File: config.mk
export PLATFORM = sky130hd
export DESIGN_NAME = bcd_digit_sequencer
export DESIGN_NICKNAME = d
export VERILOG_FILES = /design/src/rtl/bcd_digit_sequencer.sv
export SDC_FILE = /design/constraint.sdc
export NUM_CORES = 1
export LEC_CHECK = 0
export ABC_AREA = 1
export CAP_MARGIN = 0
export CORE_MARGIN = 8
export CORE_UTILIZATION = 35
export CTS_CLUSTER_DIAMETER = 30
export CTS_CLUSTER_SIZE = 30
export DETAILED_ROUTE_END_ITERATION = 8
export GPL_TIMING_DRIVEN = 0
export HOLD_SLACK_MARGIN = 0.15
export PLACE_DENSITY = 0.56
export SLEW_MARGIN = 30
export SYNTH_ARGS = -nofsm -noshare
export SYNTH_HDL_FRONTEND = slang
export SYNTH_SLANG_ARGS = --single-unit
export TNS_END_PERCENT = 10
File: constraint.sdc
create_clock -name clk -period 1.5 [get_ports clk]
set_input_delay 0.45 -clock clk [delete_from_list [all_inputs] [get_ports clk]]
set_output_delay 0.45 -clock clk [all_outputs]
set_load 0.01 [all_outputs]
File: src/rtl/bcd_digit_sequencer.sv
// rtl/bcd_digit_sequencer.sv - prescaled up/down BCD digit sequencer with load, step/carry/load_err strobes
// Optional FIB_DWELL_EN: adds fib input; Fibonacci digits dwell one extra prescaler period.
module bcd_digit_sequencer #(
    parameter int unsigned TICK_DIV = 4,
    parameter int unsigned CNT_W    = 8
) (
    input  logic       clk,
    input  logic       rst_n,
    input  logic       enable,
    input  logic       up_down,
    input  logic       load,
    input  logic [3:0] load_val,
`ifdef FIB_DWELL_EN
    input  logic       fib,
`endif
    output logic [3:0] BCD_out,
    output logic       step,
    output logic       carry,
    output logic       load_err
);

    localparam logic [CNT_W-1:0] CNT_LAST = CNT_W'(TICK_DIV - 1);

    logic [CNT_W-1:0] cnt_q, cnt_d;
    logic [3:0]       digit_q, digit_d;
    logic             step_q, step_d;
    logic             carry_q, carry_d;
    logic             load_err_q, load_err_d;
    logic             dwell_hold;

`ifdef FIB_DWELL_EN
    logic             dwell_q, dwell_d;

    // A Fibonacci digit swallows its first terminal count, then steps on the second.
    assign dwell_hold = fib & ~dwell_q;
`else
    assign dwell_hold = 1'b0;
`endif

    always_comb begin
        cnt_d      = cnt_q;
        digit_d    = digit_q;
        step_d     = 1'b0;
        carry_d    = 1'b0;
        load_err_d = 1'b0;
`ifdef FIB_DWELL_EN
        dwell_d    = dwell_q;
`endif
        if (load) begin
            // Load wins over a coincident step edge; out-of-range values park at 0.
            cnt_d = '0;
`ifdef FIB_DWELL_EN
            dwell_d = 1'b0;
`endif
            if (load_val > 4'd9) begin
                digit_d    = 4'd0;
                load_err_d = 1'b1;
            end else begin
                digit_d = load_val;
            end
        end else if (enable) begin
            if (cnt_q == CNT_LAST) begin
                cnt_d = '0;
                if (dwell_hold) begin
`ifdef FIB_DWELL_EN
                    dwell_d = 1'b1;
`endif
                end else begin
`ifdef FIB_DWELL_EN
                    dwell_d = 1'b0;
`endif
                    step_d = 1'b1;
                    if (up_down) begin
                        carry_d = (digit_q == 4'd9);
                        digit_d = (digit_q == 4'd9) ? 4'd0 : digit_q + 4'd1;
                    end else begin
                        carry_d = (digit_q == 4'd0);
                        digit_d = (digit_q == 4'd0) ? 4'd9 : digit_q - 4'd1;
                    end
                end
            end else begin
                cnt_d = cnt_q + CNT_W'(1);
            end
        end
    end

    always_ff @(posedge clk or negedge rst_n) begin
        if (!rst_n) begin
            cnt_q      <= '0;
            digit_q    <= 4'd0;
            step_q     <= 1'b0;
            carry_q    <= 1'b0;
            load_err_q <= 1'b0;
`ifdef FIB_DWELL_EN
            dwell_q    <= 1'b0;
`endif
        end else begin
            cnt_q      <= cnt_d;
            digit_q    <= digit_d;
            step_q     <= step_d;
            carry_q    <= carry_d;
            load_err_q <= load_err_d;
`ifdef FIB_DWELL_EN
            dwell_q    <= dwell_d;
`endif
        end
    end

    assign BCD_out  = digit_q;
    assign step     = step_q;
    assign carry    = carry_q;
    assign load_err = load_err_q;

endmodule

# After elaboration in Yosys (flattened, before gate mapping)
# Cells that the tools add are included.
[word_totals]
out_inout_bits = 7
reg_bits = 15
input_bits = 9
word_cells = 34
[op_classes]
n_eq_ne = 2
reduce_logical = 4
order_cmp = 1
n_mux = 19
addsub = 3
[op_table]
columns = ["op", "count"]
rows = [
  ["$mux W4", 7],
  ["$mux W8", 3],
  ["$mux W1", 9],
  ["$add A8 B1 Y8 const B", 1],
  ["$eq A8 B2 Y1 const B", 1],
  ["$add A4 B1 Y4 const B", 1],
  ["$eq A4 B4 Y1 const B", 1],
  ["$gt A4 B4 Y1 const B", 1],
  ["$logic_not A4 Y1", 1],
  ["$reduce_bool A2 Y1", 2],
  ["$sub A4 B1 Y4 const B", 1],
  ["$reduce_and A2 Y1", 1],
]

# Longest topological paths before layout
[depth]
word_depth = 6
mapped_depth = 9
mapped_depth_nobuf = 9

# Worst setup path before layout
# No wires, ideal clock.
[synth_timing]
kind = "register -> register"
from = "register cnt_q[0]"
to = "register digit_q[3] (netlist: BCD_out[3])"
setup_time_ps = 115
slack_ps = 279
t_arrival_ps = 1105
path_stages_with_launch = 9
required_ps = 1385
cell_sequence = "dfrtp_1 > ha_1 > nand2_2 > nor2_4 > nand2_4 > nor2_2 > nand2_1 > nor2_1 > nor2_1"
[synth_via]
elab_chain_len = 3
[synth_lines]
columns = ["element", "line", "rtl"]
rows = [
  ["from (decl)", "24", "logic [CNT_W-1:0] cnt_q, cnt_d;"],
  ["from (signal assigned)", "98", "cnt_q <= cnt_d;"],
  ["$eq A8 B2 Y1", "62", "if (cnt_q == CNT_LAST) begin"],
  ["$reduce_bool A2 Y1 (no line)", "-", ""],
  ["$reduce_and A2 Y1 (no line)", "-", ""],
  ["to (signal assigned)", "99", "digit_q <= digit_d;"],
  ["to (decl)", "25", "logic [3:0] digit_q, digit_d;"],
]
# Every way passes these cells.
# A chain may end at the register's enable or synchronous reset.

# Worst setup path in the final report
[layout_timing]
from = "input load"
to = "register cnt_q[7]"
[layout_via]
elab_chain_len = 1
word_cells_on_any_way = 2
classes_between = "mux (1); reduce/logical (1)"
[layout_lines]
columns = ["element", "line", "rtl"]
rows = [
  ["from (decl)", "11", "input logic load,"],
  ["$mux W8 or $reduce_bool A2 Y1 (tied branches)", "-", ""],
]
# Parallel ways exist; a longest one is shown, timed or not.

==> flow_metrics.tcl <==
set metrics [dict create \
    route.vias.total 847 \
    ys_types 24 \
    place_congestion 0.7896 \
    drtIter0Drc 14 \
    path_cells "clkdlybuf4s50_1, nor2_4, nor2_4, nand3_2, nor3_1, nor2_1" \
    row_count 19 \
    core-area_um2 2663 \
    cts_root_buffer "clkbuf_4" \
    rr_startpoint "cnt_q[0]" \
    grt_pass1_vias 867 \
    fmax_mhz 705.1 \
    power_density_nw_per_um2 796.8 \
    ys_ff_latch 15 \
    utilization 0.4502 \
    period_minus_slack_ns 1.418 \
    synth_top_family_by_area "simple AND/OR/NAND/NOR gates" \
    synthMuxAreaShare 0 \
    initial_core_util 0.3562 \
    die_w_um 68.06 \
    htree_levels 1 \
    fin_ws_ns 0.08178 \
    io_pins 16 \
    gr-usage-all-layers 0.1025 \
    drv_cap 0 \
    die_area_um2 4631 \
    reg2reg_slack_ns 0.13 \
    cts_tree "built" \
    drive_gt1_frac 0.2067 \
    numCtsBuffers 3 \
    drt_pass1_iterations 3 \
    mostFrequentLayoutCells "nand2_1 (38), dfrtp_1 (15), nor2_1 (14)" \
    seq_area_frac_synth 0.3958 \
    ir_worst_vdd_mv 0.5840 \
    cp_slowest_cell "clkdlybuf4s50_1" \
    grt-ovfl-total 0 \
    nets 161 \
    power_leakage_nw 0.5914 \
    path_depth 6 \
    setup_violations 0 \
    grt_pass1_wl_um 3691 \
    routed_via_density 4.680 \
    p_total_uw 955.1 \
    wirelength_um 1983 \
    r2r-end "BCD_out[0]" \
    min_to "cnt_q[1]" \
    synth_xor_area_frac 0.02770 \
    syn_to_final_growth_pct 26.39 \
    synth_compound_gate_area_share 0.1016 \
    crit_type "primary input to flip-flop" \
    port_buffers 15 \
    route.detailed.drc 0 \
    skew_ns 0.007509 \
    place_ws_ns -0.3012 \
    hp-class "flip-flop to flip-flop" \
    antenna_found_initial 0 \
    reg2regPathDepth 6 \
    synth_simple_gate_area_frac 0.3931 \
    cp.required_ns 1.69 \
    avgSynthCellArea_um2 7.527 \
    crit_fanout 5 \
    clock-sinks 15 \
    rsz0062_at_grt "yes" \
    synth_warnings 0 \
    min_path_cells 2 \
    min-delay-start "cnt_q[1]" \
    tightest_slew_ns 0.6786 \
    start_kind "primary input" \
    die_h_um 68.06 \
    cts.path.max_buffers 2 \
    wl_per_cell_um 10.96 \
    path_common_cell "nor2_4" \
    min_period_over_period 0.9455 \
    dp_hpwl_um 1605 \
    clock_latency_ns 0.29 \
    syn_nets 136 \
    arrival_ns 1.61 \
    syn_area_um2 948.4 \
    synth_fa_ha_area_frac 0.01319 \
    mostFrequentLayoutCell "nand2_1" \
    num_antenna_cells 0 \
    maxSlewViolCount 0 \
    maxSlewHeadroom 0.5462 \
    crit_family "buffers and inverters" \
    n_fill_cell 283 \
    status "completed" \
    clkTransAtPathRegs_ns 0.10 \
    finalHoldViolCount 0 \
    cp-end-kind "flip-flop" \
    grt_max_degree 16 \
    syn-instance-count 126 \
    max_stage_delay_ns 0.60 \
    crit_buf_inv 1 \
    antenna_left 0 \
]
[state kept, by name, summed over array words and instances (netlist names)]
| signal | cells |
|---|---|
| BCD_out | 4 |
| cnt_q | 8 |
| step | 1 |
| carry | 1 |
| load_err | 1 |
[where the power goes]
| part | switching [mW] | total [mW] | internal [mW] |
|---|---|---|---|
| combinational | 0.157 | 0.273 | 0.116 |
| sequential | 0.0121 | 0.439 | 0.427 |
| clock | 0.144 | 0.243 | 0.0991 |
| total | 0.314 | 0.955 | 0.642 |
[worst register-to-register path: stages (launching register included)]
cell and delay (ns):
dfrtp_1 0.39, ha_1 0.22, nand2_2 0.08, nor2_4 0.12
nand2_4 0.08, o21ai_4 0.22, o21ai_0 0.13
[worst max-delay path by stage]
stage	start	endpoint	slack (ns)
after floorplan	cnt_q[0]	BCD_out[3]	0.28
after global placement	load	BCD_out[3]	-0.30
after detailed placement	load	BCD_out[3]	-0.30
after CTS	load	BCD_out[3]	0.002
after global routing	cnt_q[0]	BCD_out[2]	-0.01
final	load	cnt_q[7]	0.08
[layer usage]
layer / routed length (um) / global-route usage / share of wire
met4: 25 / 0.04092 / 0.013
met5: 0 / 0 / 0
met2: 897 / 0.1665 / 0.45
met3: 115 / 0.02782 / 0.058
met1: 945 / 0.1257 / 0.48
[final cells by class]
type | instances | area, um2 | share of cell area
well taps | 31 | 38.79 | 0.03236
clock buffers | 3 | 22.52 | 0.01879
clock inverters | 1 | 5.005 | 0.004175
multi-input cells | 94 | 513.0 | 0.4280
inverters | 17 | 65.06 | 0.05428
repair buffers | 20 | 178.9 | 0.1493
flip-flops and latches | 15 | 375.4 | 0.3132
[synth_stat cells]
master | number | area [um2]
xor2_1 | 2 | 17.52
o21ai_4 | 1 | 16.27
nand2_2 | 2 | 12.51
nor3_1 | 4 | 20.02
dfrtp_1 | 15 | 375.4
nor2_4 | 3 | 33.78
xnor2_1 | 1 | 8.760
nor2_1 | 14 | 52.55
nand2_1 | 38 | 142.6
inv_2 | 3 | 11.26
nand3_1 | 7 | 35.03
a21oi_2 | 2 | 17.52
inv_1 | 13 | 48.80
nor4b_2 | 1 | 15.01
clkinv_2 | 1 | 5.000
o21ai_2 | 2 | 17.52
nor3_2 | 1 | 10.01
nand3_2 | 1 | 10.01
a21oi_1 | 5 | 25.02
nor2_2 | 3 | 18.77
nand2_4 | 2 | 22.52
o21ai_0 | 3 | 15.01
o21ai_1 | 1 | 5.000
ha_1 | 1 | 12.51
[cells by family (layout without fill, tap and decap cells)]
logic type / count (synthesis) / in the layout
and+or+nand+nor: 76 / 76
buffers and inverters: 17 / 41
DFF: 15 / 15
AOI/OAI and AO/OA: 14 / 14
xor gates and xnor gates: 3 / 3
adders and majority gates: 1 / 1
[metrics by stage]
step           hold WS (ns)  area [um2]  setup TNS, ns  cells
2_1_floorplan        0.1544       948.4              0    126
3_3_place_gp         0.5093        1137         -2.544    172
3_5_place_dp         0.5173        1137         -2.658    172
4_1_cts              0.5406        1186              0    180
5_1_grt              0.6021        1199       -0.01175    181
6_report             0.5322        1199              0    181
[repair_timing]
action,CTS,global route
cloned,0,0
endpoints found under the setup margin,7,6
hold endpoints to repair,0,0
hold buffers,0,0
buffers inserted,4,1
resized for setup,7,1
Power figures use the tool's default switching activity.
